===== config.mk =====
export PLATFORM = sky130hd
export DESIGN_NAME = phase_timer
export DESIGN_NICKNAME = d
export VERILOG_FILES = /design/src/rtl/phase_timer.sv
export SDC_FILE = /design/constraint.sdc
export NUM_CORES = 1
export LEC_CHECK = 0
export ABC_CLOCK_PERIOD_IN_PS = 2050
export BUFFER_PORTS_ARGS = -buffer_cell sky130_fd_sc_hd__buf_2
export CAP_MARGIN = 20
export CORE_MARGIN = 2
export CORE_UTILIZATION = 53
export CTS_CLUSTER_SIZE = 20
export DETAILED_ROUTE_END_ITERATION = 6
export GPL_ROUTABILITY_DRIVEN = 0
export HOLD_SLACK_MARGIN = 0.03
export PLACE_DENSITY_LB_ADDON = 0.25
export REMOVE_ABC_BUFFERS = 1
export SLEW_MARGIN = 20
export SYNTH_ARGS = -nofsm -noshare
export SYNTH_HDL_FRONTEND = slang
export SYNTH_SLANG_ARGS = --single-unit

===== constraint.sdc =====
create_clock -name clk -period 2.05 [get_ports clk]
set_input_delay 0.41 -clock clk [delete_from_list [all_inputs] [get_ports clk]]
set_output_delay 0.41 -clock clk [all_outputs]
set_load 0.005 [all_outputs]

===== src/rtl/phase_timer.sv =====
// Phase duration timer for the washing-machine controller: counts the active
// phase down in prescaled time units and pulses Tempo when it expires.
//
// state   | meaning
// --------+---------------------------------------------------------------
// S_IDLE  | no legal phase (all-zero or illegal vector), counters cleared
// S_RUN   | run phase active, prescaler counting, restante decrementing
// S_PAUSE | pausar held, prescaler and restante frozen
// S_DONE  | phase expired, restante held at 0, waiting for a phase change
module phase_timer #(
  parameter int unsigned PRESCALE      = 1000,
  parameter logic [7:0]  T_MOLHO       = 8'd10,
  parameter logic [7:0]  T_LAVAR       = 8'd20,
  parameter logic [7:0]  T_ENXAGUE     = 8'd15,
  parameter logic [7:0]  T_CENTRIFUGAR = 8'd12
) (
  input  logic       clk,
  input  logic       reset,
  input  logic       molho,
  input  logic       lavar,
  input  logic       enxague,
  input  logic       centrifugar,
  input  logic       pausar,
  output logic       Tempo,
  output logic [7:0] restante,
  output logic       erro
);

  typedef enum logic [1:0] {
    S_IDLE  = 2'd0,
    S_RUN   = 2'd1,
    S_PAUSE = 2'd2,
    S_DONE  = 2'd3
  } state_t;

  localparam logic [15:0] PS_LAST     = 16'(PRESCALE - 1);
  localparam logic [4:0]  PH_PAUSAR   = 5'b10000;

  state_t      r_state;
  state_t      w_state_nxt;
  logic [4:0]  r_prev_phase;
  logic [15:0] r_presc;
  logic [15:0] w_presc_nxt;
  logic [7:0]  r_restante;
  logic [7:0]  w_restante_nxt;
  logic        r_tempo;
  logic        w_tempo_nxt;
  logic        r_erro;

  logic [4:0]  w_phase;
  logic        w_multi;
  logic        w_zero;
  logic        w_change;
  logic        w_pause_phase;
  logic        w_prev_pause;
  logic        w_wrap;
  logic [7:0]  w_load_val;

  // A zero duration would never expire through the 1->0 path, so load 1.
  function automatic logic [7:0] f_nonzero(input logic [7:0] t);
    return (t == 8'd0) ? 8'd1 : t;
  endfunction

  assign w_phase       = {pausar, centrifugar, enxague, lavar, molho};
  assign w_multi       = (w_phase & (w_phase - 5'd1)) != 5'd0;
  assign w_zero        = (w_phase == 5'd0) || w_multi;
  assign w_change      = w_phase != r_prev_phase;
  assign w_pause_phase = w_phase == PH_PAUSAR;
  assign w_prev_pause  = r_prev_phase == PH_PAUSAR;
  assign w_wrap        = r_presc == PS_LAST;

  always_comb begin
    w_load_val = 8'd1;
    if (molho)            w_load_val = f_nonzero(T_MOLHO);
    else if (lavar)       w_load_val = f_nonzero(T_LAVAR);
    else if (enxague)     w_load_val = f_nonzero(T_ENXAGUE);
    else if (centrifugar) w_load_val = f_nonzero(T_CENTRIFUGAR);
  end

  always_ff @(posedge clk or posedge reset) begin
    if (reset) begin
      r_state      <= S_IDLE;
      r_prev_phase <= 5'd0;
      r_presc      <= 16'd0;
      r_restante   <= 8'd0;
      r_tempo      <= 1'b0;
      r_erro       <= 1'b0;
    end else begin
      r_state      <= w_state_nxt;
      r_prev_phase <= w_phase;
      r_presc      <= w_presc_nxt;
      r_restante   <= w_restante_nxt;
      r_tempo      <= w_tempo_nxt;
      r_erro       <= w_multi;
    end
  end

  // A phase change always takes priority over a prescaler wrap.
  always_comb begin
    w_state_nxt    = r_state;
    w_presc_nxt    = r_presc;
    w_restante_nxt = r_restante;
    w_tempo_nxt    = 1'b0;
    if (w_zero) begin
      w_state_nxt    = S_IDLE;
      w_presc_nxt    = 16'd0;
      w_restante_nxt = 8'd0;
    end else if (w_change) begin
      if (w_pause_phase) begin
        if (r_state == S_RUN || r_state == S_DONE) begin
          w_state_nxt = S_PAUSE;
        end
      end else if (w_prev_pause && r_state == S_PAUSE && centrifugar) begin
        w_state_nxt = (r_restante != 8'd0) ? S_RUN : S_DONE;
      end else begin
        w_state_nxt    = S_RUN;
        w_presc_nxt    = 16'd0;
        w_restante_nxt = w_load_val;
      end
    end else begin
      case (r_state)
        S_RUN: begin
          if (w_wrap) begin
            w_presc_nxt    = 16'd0;
            w_restante_nxt = r_restante - 8'd1;
            if (r_restante == 8'd1) begin
              w_state_nxt = S_DONE;
              w_tempo_nxt = 1'b1;
            end
          end else begin
            w_presc_nxt = r_presc + 16'd1;
          end
        end
        default: begin
          w_state_nxt = r_state;
        end
      endcase
    end
  end

  assign Tempo    = r_tempo;
  assign restante = r_restante;
  assign erro     = r_erro;

endmodule


# ---- Word level (Yosys, flattened, before mapping)
# Index checks and enable logic that the tools add are counted.
dict set report op_classes {
  bitwise 1
  n_eq_ne 11
  addsub 3
  reduce_logical 13
  mux 30
}
# operator count
set ops {}
lappend ops {{$mux 16} 6}
lappend ops {{$mux 8} 6}
lappend ops {{$mux 2} 9}
lappend ops {{$add 16x1->16 const B} 1}
lappend ops {{$eq 16x10->1 const B} 1}
lappend ops {{$eq 5x5->1 const B} 2}
lappend ops {{$mux 5} 2}
lappend ops {{$reduce_bool 3->1} 3}
lappend ops {{$eq 8x1->1 const B} 1}
lappend ops {{$mux 4} 2}
lappend ops {{$reduce_and 4->1} 2}
lappend ops {{$reduce_bool 8->1} 1}
lappend ops {{$sub 8x1->8 const B} 1}
lappend ops {{$ne 3x3->1 const B} 2}
lappend ops {{$and 5x5->5} 1}
lappend ops {{$logic_not 5->1} 1}
lappend ops {{$mux 1} 5}
lappend ops {{$ne 5x5->1} 1}
lappend ops {{$reduce_bool 5->1} 1}
lappend ops {{$sub 5x1->5 const B} 1}
lappend ops {{$eq 2x2->1 const B} 2}
lappend ops {{$ne 4x3->1 const B} 1}
lappend ops {{$reduce_and 3->1} 1}
lappend ops {{$eq 2x1->1 const B} 1}
lappend ops {{other kinds (2)} 4}
dict set report word_totals {
  ff_bits 33
  elab_cells 64
  in_bits 7
  output_inout_bits 10
}

# ---- Logic depth before layout (Yosys ltp)
# Gate-level depths: netlist (run 1).
dict set report logic_depth {
  ltp_word 8
  depth_mapped 10
  depth_no_buf 7
}

# ---- Worst setup path after synthesis (run 1)
# No wires, ideal clock.
dict set report synth_timing {
  kind {input port to flip-flop}
  start {input port centrifugar}
  end {register r_presc[0]}
  path_buffers 4
  slack_ns -0.159
  t_required_ns 1.925
  arrival_ns 2.085
  setup_ns 0.125
  cell_stages 10
  path_cell_list {buf_6 or3_1 buf_2 maj3_2 nor2_1 and3_1 buf_4 buf_6 nor3_2 mux2_2}
}
dict set report synth_between {
  elab_chain_cells 6
  word_cells_on_any_way 14
  classes_between {1 x add/sub; 4 x eq/ne; 2 x mux; 1 x bitwise; 6 x reduce/logical}
}
# item line
set synth_rtl {}
lappend synth_rtl {{from (decl)} 22} ;# input logic centrifugar,
lappend synth_rtl {{$sub 5x1->5} 65} ;# assign w_multi = (w_phase & (w_phase - 5'd1)) != 5'd0;
lappend synth_rtl {{$and 5x5->5} 65}
lappend synth_rtl {{$reduce_bool 5->1} 65}
lappend synth_rtl {{$logic_or 1x1->1} 66} ;# assign w_zero = (w_phase == 5'd0) || w_multi;
lappend synth_rtl {{$ne 3x3->1 (no source line) or $reduce_bool 3->1 (tied branches)} --}
lappend synth_rtl {{$reduce_and 3->1 (no source line)} --}
lappend synth_rtl {{to (signal assigned)} 91} ;# r_presc <= w_presc_nxt;
lappend synth_rtl {{to (decl)} 42} ;# logic [15:0] r_presc;
# Several ways; a longest one is shown, not always the timed one.
# A chain may end at the register's enable or synchronous reset.

# ---- Final worst setup path (run 1)
dict set report layout_timing {
  start {register r_presc[14]}
  end {register r_restante[3] (netlist: restante[3])}
}
dict set report layout_between {
  elab_chain_cells 3
}
# item line
set layout_rtl {}
lappend layout_rtl {{$eq 16x10->1} 70} ;# assign w_wrap = r_presc == PS_LAST;
lappend layout_rtl {{$reduce_bool 3->1 (no source line)} --}
lappend layout_rtl {{$reduce_and 4->1 (no source line)} --}
lappend layout_rtl {{to (signal assigned)} 92} ;# r_restante <= w_restante_nxt;
lappend layout_rtl {{to (decl)} 44} ;# logic [7:0] r_restante;
# Every way passes these cells.

==> results of run 1 <==
[critical path: cells and delay by family, from the launching register on]
family / cells / cell delay, ns
simple gates: 3 / 1.49
flops: 1 / 0.38
compound gates: 2 / 0.24
[routing by layer]
| metal | vias up | global-route usage, % |
|---|---|---|
| met5 | - | 0 |
| met3 | 11 | 5.38 |
| met1 | 893 | 36.4 |
| li1 | 897 | - |
| met4 | 0 | 7.18 |
| met2 | 54 | 39.7 |
[metrics by stage]
step | util [%] | power (mW) | worst slack [ns]
2_1_floorplan | - | 0.773 | -0.542
3_3_place_gp | 64.7 | 0.857 | -0.214
3_5_place_dp | 64.7 | 0.860 | -0.231
4_1_cts | 70.2 | 1.34 | -0.103
5_1_grt | 72.9 | 1.40 | -0.151
6_report | 72.9 | 1.35 | -0.115
[power by group]
| group | internal, mW | switching (mW) | total [mW] |
|---|---|---|---|
| Clock | 0.241 | 0.236 | 0.477 |
| Combinational | 0.0785 | 0.112 | 0.191 |
| Sequential | 0.665 | 0.0151 | 0.680 |
[final timing paths]
path                            slack [ns]  cells after the start                         to                     from
worst max register to register       -0.11                      5    restante[3]$_DFFE_PP0P_  r_presc[14]$_DFFE_PP0P_
min in group clk                      0.42                      2  r_prev_phase[4]$_DFF_PP0_                   pausar
worst min-delay path                  0.20                      3    r_presc[14]$_DFFE_PP0P_                    reset
max in group asynchronous             1.54                      3     r_presc[2]$_DFFE_PP0P_                    reset
worst max-delay path                 -0.11                      5    restante[3]$_DFFE_PP0P_  r_presc[14]$_DFFE_PP0P_
worst min register to register        0.54                      1    restante[3]$_DFFE_PP0P_  restante[3]$_DFFE_PP0P_
[cells by family (layout without fill, tap and decap cells)]
logic type | after synthesis | after routing | synth area share, %
buffers and inverters | 23 | 83 | 6.52
AO/OA/AOI/OAI | 49 | 49 | 15.3
multiplexers | 4 | 4 | 2.11
XOR/XNOR | 13 | 13 | 6.20
flip-flops | 33 | 33 | 42.2
AND/OR/NAND/NOR | 86 | 86 | 24.6
adder cells (fa/ha/maj) | 5 | 5 | 3.01
[synth_stat cells (all sizes together)]
cell | count | area [sq um]
a31oi | 4 | 25.0
nor2 | 15 | 56.3
inv | 12 | 45.0
o2bb2ai | 2 | 17.5
buf | 10 | 78.8
or4 | 4 | 30.0
mux2 | 1 | 11.3
o2111ai | 1 | 8.76
o211ai | 1 | 7.51
a22o | 1 | 8.76
a211o | 2 | 18.8
nor4 | 4 | 37.5
clkbuf | 1 | 3.75
o211a | 2 | 20.0
and3 | 5 | 31.3
nor3 | 6 | 40.0
or3 | 13 | 81.3
maj3 | 2 | 21.3
a21oi | 15 | 75.1
o22ai | 1 | 6.26
nand2 | 14 | 52.6
xnor2 | 6 | 52.6
a2111oi | 1 | 8.76
and4 | 1 | 8.76
nand2b | 1 | 6.26
nand3 | 14 | 75.1
ha | 3 | 37.5
o21ai | 16 | 80.1
nand4 | 5 | 31.3
nor3b | 2 | 15.0
and2 | 1 | 6.26
o31ai | 2 | 15.0
a311oi | 1 | 8.76
xor2 | 7 | 68.8
dfrtp | 33 | 826
or4b | 1 | 10.0
mux2i | 3 | 30.0
[placed cells by master (no fill, tap or decap), types with 3 or more instances in the layout]
cell,netlist,layout
buf_4,4,42
dfrtp_1,33,33
buf_2,3,16
nor2_1,15,13
or3_1,13,13
nand3_1,13,13
nand2_1,14,12
o21ai_0,15,12
inv_1,12,11
a21oi_1,15,11
xor2_1,6,6
xnor2_1,6,6
nand4_1,5,5
clkbuf_8,0,5
and3_1,5,4
a21oi_2,0,4
o21ai_1,1,4
a31oi_1,4,4
nor4_4,0,3
or4_4,0,3
mux2i_1,3,3
ha_1,3,3
clkbuf_1,1,3
[state kept, by name, summed over array words and instances (netlist names)]
name	count
r_presc	16
Tempo	1
erro	1
r_state	2
r_prev_phase	5
restante	8
[timing repair]
item                       in CTS  in global routing
pin swaps                       8                 13
setup buffers                   3                  4
gates resized for setup        20                 14
setup endpoints to repair      26                 25
gates cloned                    0                  1
[area by class of cell]
type / instances / area share [%]
multi-input cells: 157 / 43.2
flip-flops and latches: 33 / 31.4
repair buffers: 63 / 18.4
clock buffers: 8 / 3.05
well taps: 48 / 2.28
inverters: 12 / 1.71
==> metrics.yaml, run 1 <==
multiInputGateArea_sq_um: 1130
rsz0062_at_grt: "yes"
wl_met3_microns: 250
fin_crit_ns: 2.16
clock.fmax_mhz: 462
slew_viol_final: 0
grt_start_max_net_pins: 34
critPathLaunchType: "register"
cpPeakStageDelay_ns: 0.57
crit_required_ns: 2.28
hold_class: "input port to async pin"
netlist_area_sq_um: 1960
post-route-period-util_pct: 106
nNetsFinal: 282
cp.arrival_ns: 2.40
wl_met1_mm: 2.37
die_area_sq_um: 4190
crit_top_cell: "or4_4"
htree_levels: 2
die_x_microns: 64.8
vdd_ir_drop_max_mv: 0.361
clkLatencyLatePin_ns: 0.29
fp-row-count: 22
antenna_found_initial: 0
clk_path_buf_depth: 2
dr.pass1.iters: 5
viasPerCell: 5.78
antenna_cells: 0
drt_wl_total_mm: 5.17
worst_pin_slew_ns: 0.423
ys_seq_area_share_pct: 42.2
drc: 0
fin_ws_ns: -0.115
hold_violations: 0
grt_pass1_vias: 1699
yosysUniqueCellTypes: 46
layout-drive-gt1-share_pct: 35.2
crit_type: "register to register"
io_pins: 17
slowest_stage: "or4_4"
drt-initial-drc-count: 115
leakagePower_nw: 1.19
crit_fanout: 2
synth.avg_cell_area_sq_um: 9.19
fillers: 259
ant_nets: 0
whs_ns: 0.203
highest_layer: "met4"
grt.total_usage_pct: 25.6
yosysWarnings: 0
slew_headroom_pct: 71.8
seqCellArea_sq_um: 826
core_sq_um: 3610
finalSetupViolCount: 23
wire_per_inst_microns: 16.1
die_h_microns: 64.8
fin_worst_skew_ns: 0.00708
overflow: 0
cts_tree: "built"
cts_made_buffers: 5
ys_ff_latch: 33
synthToLayoutAreaGrowth_pct: 34.3
fin_area_sq_um: 2630
synth_cells: 213
cts_root_buf: "clkbuf_8"
end_kind: "register"
powerDensity_nw_per_um2: 513
cp_cell_sequence: "or4_4, or4_4, or3_1, a21oi_1, a211o_1"
dp.cells: 305
violations: "negative setup slack"
grt_pass1_wl_mm: 8.18
vias: 1855
path_clk_slew_ns: 0.07
max_cap_viol_count: 0
place_area_sq_um: 2330
portBuffers: 16
start_util_pct: 54.3
wl_met2_mm: 2.46
postCtsHoldBufs: 0
tns_ns: -0.894
cts.sinks: 33
instances_no_fill: 321
dp_hpwl_mm: 3.45
status: "finished with violations"
Note: power is estimated with default switching activity, not from simulation.
==> run 2: changes to the inputs <==
--- a/config.mk
+++ b/config.mk
@@ -5,11 +5,12 @@
 export SDC_FILE = /design/constraint.sdc
 export NUM_CORES = 1
 export LEC_CHECK = 0
+export ABC_AREA = 1
 export ABC_CLOCK_PERIOD_IN_PS = 2050
 export BUFFER_PORTS_ARGS = -buffer_cell sky130_fd_sc_hd__buf_2
 export CAP_MARGIN = 20
 export CORE_MARGIN = 2
-export CORE_UTILIZATION = 53
+export CORE_UTILIZATION = 55
 export CTS_CLUSTER_SIZE = 20
 export DETAILED_ROUTE_END_ITERATION = 6
 export GPL_ROUTABILITY_DRIVEN = 0
==> run 2 against run 1 <==
The run now ends clean; register-to-register slack improved by 0.48 ns; clock-buffer cell count decreased by 2; synthesized cell count increased by 55%; highest routed layer unchanged; critical path depth increased by 5; clock skew increased by 0.0027 ns; combinational power decreased by 9.9%; via count increased by 15%.
==> metrics.yaml, run 2 <==
status: "complete, no violations"
place_area_sq_um: 2500
post-place-ws_ns: 0.0788
seqCellArea_sq_um: 826
cts_setup_buffers: 0
whs_ns: 0.194
core_sq_um: 4090
multiInputGateArea_sq_um: 1330
grt.total_usage_pct: 21.9
cts_made_buffers: 5
die_h_microns: 69.6
clock.fmax_mhz: 595
overflow: 0
crit_required_ns: 2.21
io_pins: 17
crit_fanout: 16
dr.pass1.iters: 4
synth.avg_cell_area_sq_um: 7.18
postCtsResizedCells: 0
die_area_sq_um: 4850
portBuffers: 16
slew_viol_final: 0
total_power_mw: 1.33
cts_root_buf: "clkbuf_8"
vdd_ir_drop_max_mv: 0.362
post-route-util_pct: 63.1
nNetsFinal: 361
vias: 2134
finalSetupViolCount: 0
layout-drive-gt1-share_pct: 19.3
fillers: 379
rsz0062_at_grt: "no"
hold_violations: 0
fin_crit_ns: 1.68
ys_ff_latch: 33
yosysWarnings: 0
hold_class: "input port to async pin"
async_flop_share_pct: 100
grt_start_max_net_pins: 34
ys_seq_area_share_pct: 34.8
final_cell_mix: "95 x nand2_1, 35 x nor2_1, 33 x dfrtp_1"
critPathLaunch: "r_presc[0]$_DFFE_PP0P_"
max_cap_viol_count: 0
post-route-period-util_pct: 82.0
synth_edf_count: 0
dp_hpwl_mm: 3.66
final_common_cell: "nand2_1"
fin_worst_skew_ns: 0.00980
synthToLayoutAreaGrowth_pct: 8.87
drc: 0
fp-row-count: 23
tns_ns: 0
htree_levels: 2
drt_wl_total_mm: 5.01
netlist.area_leader.share_pct: 34.8
leakagePower_nw: 1.26
yosys_most_used_dff: "dfrtp_1"
timing.rr.start: "r_presc[0]$_DFFE_PP0P_"
cp.arrival_ns: 1.85
synth_top_cell_by_area: "dfrtp_1"
fin_area_sq_um: 2580
cts_tree: "built"
synthTopCellsByArea: "dfrtp_1 35%, nand2_1 15%, nand3_1 6.1%"
clk_path_buf_depth: 2
antenna_cells: 0
synth_cells: 330
wire_per_inst_microns: 12.5
regMostFlops: "r_presc"
slew_headroom_pct: 71.9
grt_pass1_wl_mm: 8.74
cts.sinks: 33
crit_type: "register to register"
postCtsHoldBufs: 0
grt_pass1_vias: 2058
instances_no_fill: 402
dp.cells: 394
die_x_microns: 69.6
synth_common_cells: "95 x nand2_1, 35 x nor2_1, 33 x dfrtp_1, 31 x inv_1, 29 x nand3_1"
ant_nets: 0
critPathLaunchType: "register"
fin_ws_ns: 0.368
start_util_pct: 58.0
path_clk_slew_ns: 0.07
end_kind: "register"
clkLatencyLatePin_ns: 0.29
largest_reg_flops: 16
yosysUniqueCellTypes: 30
drt-initial-drc-count: 96
yosysMostFrequentCell: "nand2_1"
antenna_found_initial: 0
worst_pin_slew_ns: 0.421
netlist_area_sq_um: 2370
viasPerCell: 5.31
powerDensity_nw_per_um2: 514
==> run 2: cell count changes after synthesis, sizes merged, moves of 14 or more <==
cell	change
nand3	+20
nand4	+14
nor2	+25
nand2	+90
inv	+23
==> run 2: routing by layer <==
metal  part of all wire (%)  vias to the layer above  routed length, microns  GRT usage, %
met4                    2.2                        0                     108          7.48
met3                    3.3                        9                     166          4.65
met2                     50                       35                    2520          39.6
met1                     44                      978                    2210          25.5
li1                       -                     1112                       -             -
met5                      0                        -                       0             0
==> run 2: where the power goes <==
group | switching, mW | leakage, nW | internal [mW] | total [mW]
logic | 0.114 | 0.769 | 0.0583 | 0.172
registers | 0.0112 | 0.443 | 0.664 | 0.676
clock network | 0.243 | 0.0450 | 0.235 | 0.478
==> run 2: kinds of logic (layout without fill, tap and decap cells) <==
family | count (synthesis) | in the layout | synth area share [%]
simple gates | 206 | 206 | 41.4
flops | 33 | 33 | 34.8
xor+xnor | 10 | 10 | 3.70
fa+ha+maj | 3 | 3 | 1.58
compound gates | 34 | 34 | 9.45
buf+inv | 44 | 66 | 9.03
==> run 2: worst paths after layout <==
path,depth (start not counted),endpoint,slack [ns]
worst max-delay path,10,restante[0]$_DFFE_PP0P_,0.37
worst min-delay path,3,r_presc[2]$_DFFE_PP0P_,0.19
worst max register to register,10,restante[0]$_DFFE_PP0P_,0.37
worst min register to register,2,r_state[0]$_DFFE_PP0P_,0.49
max in group asynchronous,3,r_prev_phase[4]$_DFF_PP0_,1.55
min in group clk,1,r_prev_phase[4]$_DFF_PP0_,0.29
==> run 2: cell type report <==
cell class / count / share of cell area, %
clock buffers: 6 / 2.81
clock inverters: 2 / 0.388
inverters: 35 / 5.19
multi-input cells: 253 / 51.6
flip-flops and latches: 33 / 32.0
well taps: 50 / 2.42
repair buffers: 23 / 5.63
==> run 2: critical path, cell delays in order, from the launching register on <==
cell,delay (ns)
dfrtp_1,0.40
ha_1,0.27
nand2_1,0.09
inv_1,0.09
nand2_1,0.05
nor2_1,0.09
nand3_1,0.11
nand3_2,0.15
nand2_4,0.13
nand2_1,0.08
o21ai_0,0.08
